<file path="src/rtl/laser_pkg.sv">
// Shared definitions for the laser point sequencer: point field layout,
// DAC word layout, FSM state encoding and the DAC word builder.
package laser_pkg;

  localparam int PT_RGB_LSB      = 24;
  localparam int RGB_W           = 3;
  localparam int PT_X_LSB        = 12;
  localparam int PT_Y_LSB        = 0;
  localparam int COORD_W         = 12;
  localparam int DAC_WORD_W      = 16;
  localparam int DAC_AB_BIT      = 15;
  localparam int DAC_CFG_LSB     = 12;
  localparam int DEFAULT_CLK_DIV = 2;

  typedef enum logic [2:0] {
    ST_IDLE,
    ST_LOAD,
    ST_SHIFT_X,
    ST_GAP,
    ST_SHIFT_Y,
    ST_LATCH,
    ST_DWELL
  } seq_state_t;

  function automatic logic [DAC_WORD_W-1:0] dac_word(input logic ab,
                                                     input logic [2:0] cfg,
                                                     input logic [COORD_W-1:0] coord);
    logic [DAC_WORD_W-1:0] w;
    w = '0;
    w[DAC_AB_BIT] = ab;
    w[DAC_CFG_LSB +: 3] = cfg;
    w[COORD_W-1:0] = coord;
    return w;
  endfunction

endpackage

</file>
<file path="src/rtl/laser_point_sequencer_if.sv">
// DAC SPI pins and laser colour outputs of the point sequencer.
interface laser_point_sequencer_if;
  logic                         dac_csn;
  logic                         dac_latchn;
  logic                         dac_sclk;
  logic                         dac_mosi;
  logic [laser_pkg::RGB_W-1:0]  laser_rgb;

  modport master (output dac_csn, dac_latchn, dac_sclk, dac_mosi, laser_rgb);
  modport slave  (input  dac_csn, dac_latchn, dac_sclk, dac_mosi, laser_rgb);
endinterface

</file>
<file path="src/rtl/point_fifo.sv">
// Synchronous point FIFO with registered read data; a write while full is
// accepted only when a read happens in the same cycle.
module point_fifo #(
  parameter int DATA_W = 27,
  parameter int DEPTH  = 16
) (
  input  logic                   clk,
  input  logic                   reset,
  input  logic                   wr_en,
  input  logic [DATA_W-1:0]      wr_data,
  input  logic                   rd_en,
  output logic [DATA_W-1:0]      rd_data,
  output logic                   full,
  output logic                   empty,
  output logic [$clog2(DEPTH):0] level
);

  localparam int AW = $clog2(DEPTH);

  logic [DATA_W-1:0] mem [DEPTH];
  logic [AW-1:0]     wr_ptr;
  logic [AW-1:0]     rd_ptr;
  logic              do_wr;
  logic              do_rd;

  assign full  = (level == (AW+1)'(DEPTH));
  assign empty = (level == '0);
  assign do_rd = rd_en && !empty;
  assign do_wr = wr_en && (!full || do_rd);

  // Pointers are exactly AW bits wide, so they wrap modulo DEPTH.
  always_ff @(posedge clk or negedge reset) begin
    if (!reset) begin
      wr_ptr <= '0;
      rd_ptr <= '0;
      level  <= '0;
    end else begin
      if (do_wr) wr_ptr <= wr_ptr + 1'b1;
      if (do_rd) rd_ptr <= rd_ptr + 1'b1;
      case ({do_wr, do_rd})
        2'b10:   level <= level + 1'b1;
        2'b01:   level <= level - 1'b1;
        default: ;
      endcase
    end
  end

  always_ff @(posedge clk) begin
    if (do_wr) mem[wr_ptr] <= wr_data;
    if (do_rd) rd_data <= mem[rd_ptr];
  end

endmodule

</file>
<file path="src/rtl/laser_point_sequencer.sv">
// Pops points from a FIFO and clocks X then Y words into a dual serial DAC,
// latches both outputs, lights the laser colour and holds for a dwell time.
module laser_point_sequencer import laser_pkg::*; #(
  parameter int         CLK_DIV    = DEFAULT_CLK_DIV,
  parameter int         FIFO_DEPTH = 16,
  parameter logic [2:0] DAC_CFG    = 3'b111
) (
  input  logic                        clk,
  input  logic                        reset,
  input  logic                        enable,
  input  logic                        pt_wr,
  input  logic [31:0]                 pt_data,
  input  logic [15:0]                 dwell_cycles,
  output logic                        fifo_full,
  output logic                        fifo_empty,
  output logic [$clog2(FIFO_DEPTH):0] fifo_level,
  output logic                        busy,
  output logic                        overflow,
  output logic                        underrun,
  laser_point_sequencer_if.master     dac
);

  localparam int          PT_STORE_W = PT_RGB_LSB + RGB_W;
  localparam logic [15:0] HALF_LAST  = 16'(CLK_DIV - 1);
  localparam logic [15:0] GAP_LAST   = 16'(2 * CLK_DIV - 1);

  seq_state_t            state, state_n;
  logic [15:0]           tcnt, tcnt_n;
  logic                  sclk_q, sclk_n;
  logic [3:0]            bit_cnt, bit_n;
  logic [15:0]           dwell_q;
  logic [RGB_W-1:0]      rgb_q;
  logic                  underrun_q, underrun_n;
  logic                  overflow_q;
  logic                  rgb_set, rgb_clr, point_done;
  logic                  pop, shifting;
  logic [PT_STORE_W-1:0] pt_head;
  logic [DAC_WORD_W-1:0] cur_word;
  logic                  unused_pt_bits;

  assign unused_pt_bits = ^pt_data[31:PT_STORE_W];
  assign pop = (state == ST_LOAD);

  // The FIFO read register doubles as the current-point register: it only
  // changes on the LOAD pop, so x/y/rgb stay stable for the whole point.
  point_fifo #(
    .DATA_W (PT_STORE_W),
    .DEPTH  (FIFO_DEPTH)
  ) u_fifo (
    .clk     (clk),
    .reset   (reset),
    .wr_en   (pt_wr),
    .wr_data (pt_data[PT_STORE_W-1:0]),
    .rd_en   (pop),
    .rd_data (pt_head),
    .full    (fifo_full),
    .empty   (fifo_empty),
    .level   (fifo_level)
  );

  always_comb begin
    state_n    = state;
    tcnt_n     = tcnt + 16'd1;
    sclk_n     = sclk_q;
    bit_n      = bit_cnt;
    rgb_set    = 1'b0;
    rgb_clr    = 1'b0;
    point_done = 1'b0;
    underrun_n = 1'b0;
    case (state)
      ST_IDLE: begin
        tcnt_n = '0;
        if (enable && !fifo_empty) state_n = ST_LOAD;
      end
      ST_LOAD: begin
        tcnt_n  = '0;
        sclk_n  = 1'b0;
        bit_n   = '0;
        state_n = ST_SHIFT_X;
      end
      ST_SHIFT_X, ST_SHIFT_Y: begin
        if (tcnt == HALF_LAST) begin
          tcnt_n = '0;
          sclk_n = ~sclk_q;
          if (sclk_q) begin
            bit_n = bit_cnt + 4'd1;
            if (bit_cnt == 4'd15) state_n = (state == ST_SHIFT_X) ? ST_GAP : ST_LATCH;
          end
        end
      end
      ST_GAP: begin
        if (tcnt == GAP_LAST) begin
          tcnt_n  = '0;
          state_n = ST_SHIFT_Y;
        end
      end
      ST_LATCH: begin
        if (tcnt == HALF_LAST) begin
          tcnt_n  = '0;
          rgb_set = 1'b1;
          if (dwell_q != '0) state_n = ST_DWELL;
          else               point_done = 1'b1;
        end
      end
      ST_DWELL: begin
        if (tcnt == dwell_q - 16'd1) point_done = 1'b1;
      end
      default: state_n = ST_IDLE;
    endcase

    // Going idle blanks the beam; it only counts as an underrun while enabled.
    if (point_done) begin
      if (enable && !fifo_empty) begin
        state_n = ST_LOAD;
      end else begin
        state_n    = ST_IDLE;
        rgb_clr    = 1'b1;
        underrun_n = enable;
      end
    end
  end

  always_ff @(posedge clk or negedge reset) begin
    if (!reset) begin
      state      <= ST_IDLE;
      tcnt       <= '0;
      sclk_q     <= 1'b0;
      bit_cnt    <= '0;
      rgb_q      <= '0;
      underrun_q <= 1'b0;
      overflow_q <= 1'b0;
    end else begin
      state      <= state_n;
      tcnt       <= tcnt_n;
      sclk_q     <= sclk_n;
      bit_cnt    <= bit_n;
      underrun_q <= underrun_n;
      overflow_q <= pt_wr && fifo_full && !pop;
      if (rgb_clr)      rgb_q <= '0;
      else if (rgb_set) rgb_q <= pt_head[PT_RGB_LSB +: RGB_W];
    end
  end

  always_ff @(posedge clk) begin
    if (state == ST_LOAD) dwell_q <= dwell_cycles;
  end

  assign shifting = (state == ST_SHIFT_X) || (state == ST_SHIFT_Y);
  assign cur_word = (state == ST_SHIFT_Y) ?
                    dac_word(1'b1, DAC_CFG, pt_head[PT_Y_LSB +: COORD_W]) :
                    dac_word(1'b0, DAC_CFG, pt_head[PT_X_LSB +: COORD_W]);

  // MOSI steps with bit_cnt, which only advances on the edge SCLK falls.
  assign dac.dac_csn    = !shifting;
  assign dac.dac_sclk   = shifting && sclk_q;
  assign dac.dac_mosi   = shifting && cur_word[~bit_cnt];
  assign dac.dac_latchn = (state != ST_LATCH);
  assign dac.laser_rgb  = rgb_q;

  assign busy     = (state != ST_IDLE);
  assign overflow = overflow_q;
  assign underrun = underrun_q;

endmodule

</file>
<file path="src/flat_wrapper.sv">
// flat-port wrapper written by rule: the top's interface ports become plain ports
module laser_point_sequencer_flat import laser_pkg::*;
#(
  parameter int         CLK_DIV    = DEFAULT_CLK_DIV,
  parameter int         FIFO_DEPTH = 16,
  parameter logic [2:0] DAC_CFG    = 3'b111
)
  (clk, reset, enable, pt_wr, pt_data, dwell_cycles, fifo_full, fifo_empty, fifo_level, busy, overflow, underrun, dac_dac_csn, dac_dac_latchn, dac_dac_sclk, dac_dac_mosi, dac_laser_rgb);
  laser_point_sequencer_if dac_i ();
  input  logic clk;
  input  logic reset;
  input  logic enable;
  input  logic pt_wr;
  input  logic [31:0] pt_data;
  input  logic [15:0] dwell_cycles;
  output logic fifo_full;
  output logic fifo_empty;
  output logic [$clog2(FIFO_DEPTH):0] fifo_level;
  output logic busy;
  output logic overflow;
  output logic underrun;
  output wire logic [$bits(dac_i.dac_csn)-1:0] dac_dac_csn;
  output wire logic [$bits(dac_i.dac_latchn)-1:0] dac_dac_latchn;
  output wire logic [$bits(dac_i.dac_sclk)-1:0] dac_dac_sclk;
  output wire logic [$bits(dac_i.dac_mosi)-1:0] dac_dac_mosi;
  output wire logic [$bits(dac_i.laser_rgb)-1:0] dac_laser_rgb;
  assign dac_dac_csn = dac_i.dac_csn;
  assign dac_dac_latchn = dac_i.dac_latchn;
  assign dac_dac_sclk = dac_i.dac_sclk;
  assign dac_dac_mosi = dac_i.dac_mosi;
  assign dac_laser_rgb = dac_i.laser_rgb;
  laser_point_sequencer #(.CLK_DIV(CLK_DIV), .FIFO_DEPTH(FIFO_DEPTH), .DAC_CFG(DAC_CFG)) u_core (.clk(clk), .reset(reset), .enable(enable), .pt_wr(pt_wr), .pt_data(pt_data), .dwell_cycles(dwell_cycles), .fifo_full(fifo_full), .fifo_empty(fifo_empty), .fifo_level(fifo_level), .busy(busy), .overflow(overflow), .underrun(underrun), .dac(dac_i));
endmodule
</file>
<file path="config.mk">
export PLATFORM = sky130hd
export DESIGN_NAME = laser_point_sequencer_flat
export DESIGN_NICKNAME = d
export VERILOG_FILES = /design/src/rtl/laser_pkg.sv /design/src/rtl/laser_point_sequencer_if.sv /design/src/rtl/point_fifo.sv /design/src/rtl/laser_point_sequencer.sv /design/src/flat_wrapper.sv
export SDC_FILE = /design/constraint.sdc
export NUM_CORES = 1
export LEC_CHECK = 0
export BUFFER_PORTS_ARGS = -buffer_cell sky130_fd_sc_hd__buf_2
export CORE_UTILIZATION = 40
export CTS_CLUSTER_DIAMETER = 200
export DETAILED_ROUTE_END_ITERATION = 10
export GPL_TIMING_DRIVEN = 0
export PLACE_DENSITY_LB_ADDON = 0.25
export SLEW_MARGIN = 20
export SYNTH_ARGS = -nofsm -noshare
export SYNTH_HDL_FRONTEND = slang
export SYNTH_SLANG_ARGS = --single-unit
</file>
<file path="constraint.sdc">
create_clock -name clk -period 5 [get_ports clk]
set_input_delay 0.75 -clock clk [delete_from_list [all_inputs] [get_ports clk]]
set_output_delay 0.75 -clock clk [all_outputs]
set_load 0.1 [all_outputs]
</file>
# Word level (Yosys, flattened, before mapping)
# Memories as Yosys holds them, arrays and structs flattened. A register that Yosys moved wholly into a read port is not among the register bits.
# Index checks and enable logic that the tools add are counted.
# word_totals
regBits	58
mem_bits_rw	432
inputBits	52
output_inout_bits	17
mem_count	1
# classes
addsub	7
magnitude_cmp	1
n_eq_ne	24
n_mux	37
n_bitwise	2
n_reduce_logical	26
# mem_list
memory	depth	width	read_ports	rd_ports_with_merged_regs	wr	line	text
u_core.u_fifo.mem	16	27	1	1	1	point_fifo.sv:20	logic [DATA_W-1:0] mem [DEPTH];
# ops
op	n
16-bit 2-to-1 mux	3
16-bit case mux with 3 select lines	1
3-bit 2-to-1 mux	11
3-bit by 1-bit inequality test with 1-bit output, second input constant	7
3-bit case mux with 6 select lines	1
16-bit by 1-bit adder with 16-bit output, second input constant	1
16-bit by 1-bit == test with 1-bit output, second input constant	1
16-bit == test	1
16-bit by 2-bit == test with 1-bit output, second input constant	1
16-bit nonzero test	1
16-bit by 1-bit subtractor with 16-bit output, second input constant	1
1-bit 2-to-1 mux	14
4-bit by 1-bit adder with 4-bit output, second input constant	3
5-bit case mux with 2 select lines	1
3-bit == test, second input constant	3
4-bit 2-to-1 mux	2
4-bit case mux with 2 select lines	1
8-bit AND reduction	1
1-bit logical AND	7
3-bit by 2-bit == test with 1-bit output, second input constant	2
2-bit by 1-bit inequality test with 1-bit output, second input constant	3
2-bit nonzero test	3
5-bit by 1-bit adder with 5-bit output, second input constant	1
5-bit == test, second input constant	1
20 further kinds	26

# Depth between registers and ports, before layout
# logic_depth
word_depth	7
depth_mapped	11
depth_no_buf	10

# By module
# A second synthesis with hierarchy kept.
# unflattened
hier_cells	1070
hier_area_um2	20691.1
# modules_own_cells
mod	instances	cells_each	area_each_um2	seq_area_each_um2
point_fifo	1	793	17895.9	14108.5
laser_point_sequencer	1	277	2795.2	1206.2

# Worst setup path before layout
# No wires, ideal clock.
# synth_path
kind	reg-to-reg
from	register u_core.u_fifo.level[1]
to	register u_core.u_fifo.level[3]
t_arrival_ns	4.774
setup_slack_ns	0.100
path_stages_with_launch	6
period_less_slack_ns	4.900
cell_sequence	dfrtp_1 -> nor4_1 -> nor2b_1 -> nor2_1 -> o21ai_1 -> mux2_2
# synth_via
elab_chain_cells	7
# synth_rtl
element	line	text
from (decl)	point_fifo.sv:15	output logic [$clog2(DEPTH):0] level
from (signal assigned)	point_fifo.sv:41	2'b10: level <= level + 1'b1;
from (signal assigned)	point_fifo.sv:42	2'b01: level <= level - 1'b1;
5-bit logical NOT *	point_fifo.sv:27	assign empty = (level == '0);
named net fifo_empty	flat_wrapper.sv:17	output logic fifo_empty;
1-bit logical NOT *	point_fifo.sv:28	assign do_rd = rd_en && !empty;
1-bit logical AND *	point_fifo.sv:28	
named net u_core.u_fifo.do_rd	point_fifo.sv:24	logic do_rd;
1-bit logical OR	point_fifo.sv:29	assign do_wr = wr_en && (!full || do_rd);
1-bit logical AND	point_fifo.sv:29	
2-bit by 1-bit == test with 1-bit output or 2-bit == test (tied branches)	point_fifo.sv:40	case ({do_wr, do_rd})
5-bit case mux with 2 select lines or 2-bit nonzero test (tied branches)	n/a	
# Mark *: on every way through the listed nets, which the timed path passes. The rest lies on a longest branch.
# A chain may end at the register's enable or synchronous reset.

# Final worst setup path
# layout_path
from	register u_core.state[1]
to	output port dac_dac_mosi
# layout_via
elab_chain_cells	5
# layout_rtl
element	line	text
from (decl)	laser_point_sequencer.sv:27	seq_state_t state, state_n;
from (signal assigned)	laser_point_sequencer.sv:133	state <= state_n;
3-bit == test	laser_point_sequencer.sv:148, laser_point_sequencer.sv:149	
16-bit 2-to-1 mux	laser_point_sequencer.sv:149	assign cur_word = (state == ST_SHIFT_Y) ?
1-bit binary-select mux with 4-bit select	laser_point_sequencer.sv:156	assign dac.dac_mosi = shifting && cur_word[~bit_cnt];
1-bit 2-to-1 mux (not written as such)	laser_point_sequencer.sv:156	
1-bit logical AND *	laser_point_sequencer.sv:156	
to (decl)	flat_wrapper.sv:25	output wire logic [$bits(dac_i.dac_mosi)-1:0] dac_dac_mosi;
# Every way passes the cells marked *; elsewhere a longest branch is shown, timed or not. The select of a mux whose other input is x is not followed.

==> metrics.md <==
| Metric | Value |
|---|---|
| Fin Clk Skew | around 0.038 ns |
| Core area | 50,500 sq um |
| Max_cap viols | 0 |
| Dpl hpwl | 30.3 mm |
| Max Slew Vio Count | 0 |
| Syn avg cell area | just over 20 sq um |
| Pre-Repair DR Iteration Count | 5 |
| Top cells by area, synth | edfxtp_1 (69%), mux4_2 (15%), dfrtp_1 (5.1%) |
| Die Y | approximately 230 um |
| Yosys top cell by area | edfxtp_1 |
| IO Port Bufs | 63 |
| Via count | 10,200 |
| Synth Instances | around 1,000 |
| Reg2reg path depth | 10 |
| Netlist cell types | slightly below 60 |
| Final period utilization | 88.3% |
| Setup Crit Path Kind | reg -> out |
| Ys Warns | 0 |
| Post-Layout Cell Count | about 1,900 |
| Detailed Route WL | between 40 and 50 mm |
| CTS tree | built |
| Die W | between 200 and 250 um |
| DRC | 0 |
| Net Count, Synth | between 1,000 and 1,500 |
| Share of cells above drive strength 1 | between 30% and 40% |
| Clock Latency Late Sink | just over 0.6 ns |
| Post-CTS Hold Fix Bufs | 0 |
| CP Launch Type | flip-flop |
| All-layer global routing usage | between 10% and 20% |
| Number of flops mapped to enable cells by yosys | ~480 |
| Post-synthesis async set-or-reset flop share | slightly above 8% |
| Max-slew headroom | between 20 and 30% |
| Post-placement cell count | 1,785 |
| Worst VDD drop | roughly 0.33 mV |
| FF-to-FF Start | u_core.state[2]$_DFFE_PN0P_ |
| Leak Pwr | 7.92 nW |
| H-tree Lvls | 2 |
| Worst Max-Slew Pin Slew | 1.06 ns |
| Via/cell ratio | roughly 5.4 |
| Worst Path Arrival | approximately 3.7 ns |
| Placed cell area | around 22,000 sq um |
| I/O pin cnt | 69 |
| Number of global-route vias before repair | around 11,000 |
| RSZ-0062 raised after global routing | no |
| GP Congestion | between 0.8 and 0.9 |
| Post-CTS sizing | 0 |
| Final setup TNS | 0 ns |
| CTS root buf | clkbuf_16 |
| Total gr overflow | 0 |
| Hold Violations, Final | 0 |
| Crit path time final | between 4 and 5 ns |
| P per Cell Area | between 500 and 600 nW/um^2 |
| Share of the synthesized area in the top cell type | between 60% and 70% |
| Clock sink total | 517 |
| Outcome | finished, final reports clean |
| Number of post-CTS setup repair buffers | 0 |
| Die area | between 50,000 and 60,000 sq um |
| Worst R2R End | u_core.u_fifo.mem[1][7]$_DFFE_PP_ |
| Worst reg2reg setup slack | ~1.3 ns |
| Maximum clock frequency | about 0.23 GHz |
| Yosys reg bits | 517 |
| Cell area after synthesis | between 20,000 and 25,000 sq um |
| Final instance area | between 20,000 and 25,000 sq um |
| Largest net degree at the start of global routing | 43 |
| WL/cell | about 24 um |
| Worst-path clk slew | 0.06 ns |
| Initial drt markers | approximately 830 |
| Worst min-delay path class | in -> async |
| Commonest cells in the netlist | edfxtp_1 (475), mux4_2 (141), dfrtp_1 (42), nor2_1 (39), nand2_1 (28) |
| Clk buf depth | 3 |
| First-pass GRT wire length | 68.9 mm |
| CP required | between 4 and 5 ns |
| Sequential element share of the synthesized area | between 70% and 80% |
| Ys flop type | edfxtp_1 |
| Initial core utilization | between 40% and 50% |
| Number of cell rows | 82 |
| Crit end category | primary output |
| Cts bufs inserted | 53 |
| Nets | around 1,200 |
| Area Growth Syn to Fin | 16.8% |
| Most numerous cell in the Yosys netlist | edfxtp_1 |
| Antenna violations before repair | 3 |
| Endpoints failing setup | 0 |
| Post-route ant nets | 0 |
| CP max FO | 10 |
| Total design power | ~14 mW |
[kinds of logic after synthesis]
logic type | synth area share (%)
DFF | 74.4
adders and majority gates | 0.827
and+or+nand+nor | 4.16
buffers and inverters | 1.19
muxes | 15.8
AOI/OAI and AO/OA | 1.87
xor gates and xnor gates | 1.74
[layout make-up]
cell class                      count  area (sq um)
Clock inverter                     35           354
Clock buffer                       64          1370
Timing Repair Buffer              113           791
Antenna cell                        1          2.50
Fill cell                        4215         26400
Multi-Input combinational cell    418          5110
Buffer                             44           180
Inverter                           21          78.8
Sequential cell                   517         15300
Tap cell                          672           841
[through the flow]
step                      hold slack (ns)  utilization [%]  setup WS (ns)
after floorplan                     0.454                -          0.100
after CTS                           0.280             47.6          0.629
after global placement              0.541             43.1          -3.64
after detailed placement            0.532             44.2           1.22
after global routing                0.167             47.6          0.476
final                               0.129             47.6          0.586
[routing by layer]
layer | track usage [%] | vias to the layer above | wire length (um)
met4 | 5.15 | 4 | 961
met2 | 29.5 | 270 | 22500
met3 | 2.76 | 69 | 2140
li1 | - | 4479 | -
met1 | 24.9 | 5424 | 20400
met5 | 0 | - | 23
[cell usage in the layout (no fill, tap or decap), types with 7 or more instances in the layout]
cell / synthesis / final
clkbuf_1: 27 / 36
nand2_1: 28 / 28
o21ai_0: 7 / 7
nand3_1: 10 / 10
edfxtp_1: 475 / 475
xor2_1: 15 / 15
buf_4: 0 / 17
dfrtp_1: 42 / 42
clkinv_1: 0 / 12
xnor2_1: 24 / 24
clkbuf_2: 0 / 9
nor3_1: 12 / 8
mux4_2: 141 / 141
a21oi_1: 19 / 19
buf_1: 16 / 7
nor2_1: 39 / 34
clkinv_2: 0 / 7
buf_2: 1 / 86
clkbuf_16: 0 / 53
inv_1: 21 / 21
ha_1: 12 / 12
[worst max-delay path by stage]
stage	startpoint	to	slack, ns	depth (start not counted)
6_report	u_core.state[1]$_DFFE_PN0P_	dac_dac_mosi	0.59	8
2_1_floorplan	u_core.u_fifo.level[1]$_DFFE_PN0P_	u_core.u_fifo.level[3]$_DFFE_PN0P_	0.10	5
3_3_place_gp	u_core.state[2]$_DFFE_PN0P_	u_core.u_fifo.mem[1][2]$_DFFE_PP_	-3.64	6
3_5_place_dp	u_core.state[2]$_DFFE_PN0P_	u_core.u_fifo.mem[2][0]$_DFFE_PP_	1.22	9
4_1_cts	u_core.state[1]$_DFFE_PN0P_	dac_dac_mosi	0.63	8
5_1_grt	u_core.state[1]$_DFFE_PN0P_	dac_dac_mosi	0.48	8
[registers in the layout, summed over array words and instances (netlist names)]
| register | flops |
|---|---|
| u_core.u_fifo.mem | 432 |
| u_core.u_fifo.rd_data | 27 |
| u_core.dwell_q | 16 |
| u_core.tcnt | 16 |
| u_core.u_fifo.level | 5 |
| u_core.bit_cnt | 4 |
| u_core.u_fifo.rd_ptr | 4 |
| u_core.u_fifo.wr_ptr | 4 |
| u_core.dac.laser_rgb | 3 |
| u_core.state | 3 |
| u_core.overflow | 1 |
| u_core.sclk_q | 1 |
| u_core.underrun | 1 |
[worst max-delay path, cell delays in order, from the launching register on]
cell and delay (ns):
dfrtp_1 0.37, clkbuf_1 0.21, nand2b_1 0.24, nor2_1 0.62
mux4_2 0.43, mux4_2 0.53, a21oi_1 0.28, nor2_1 0.06
buf_2 0.29
[report_power, final]
part | leakage [nW] | switching, mW | internal [mW]
clock | 0.826 | 1.67 | 2.23
sequential | 4.82 | 0.222 | 5.38
combinational | 2.27 | 2.48 | 1.73
Power figures use the tool's default switching activity.
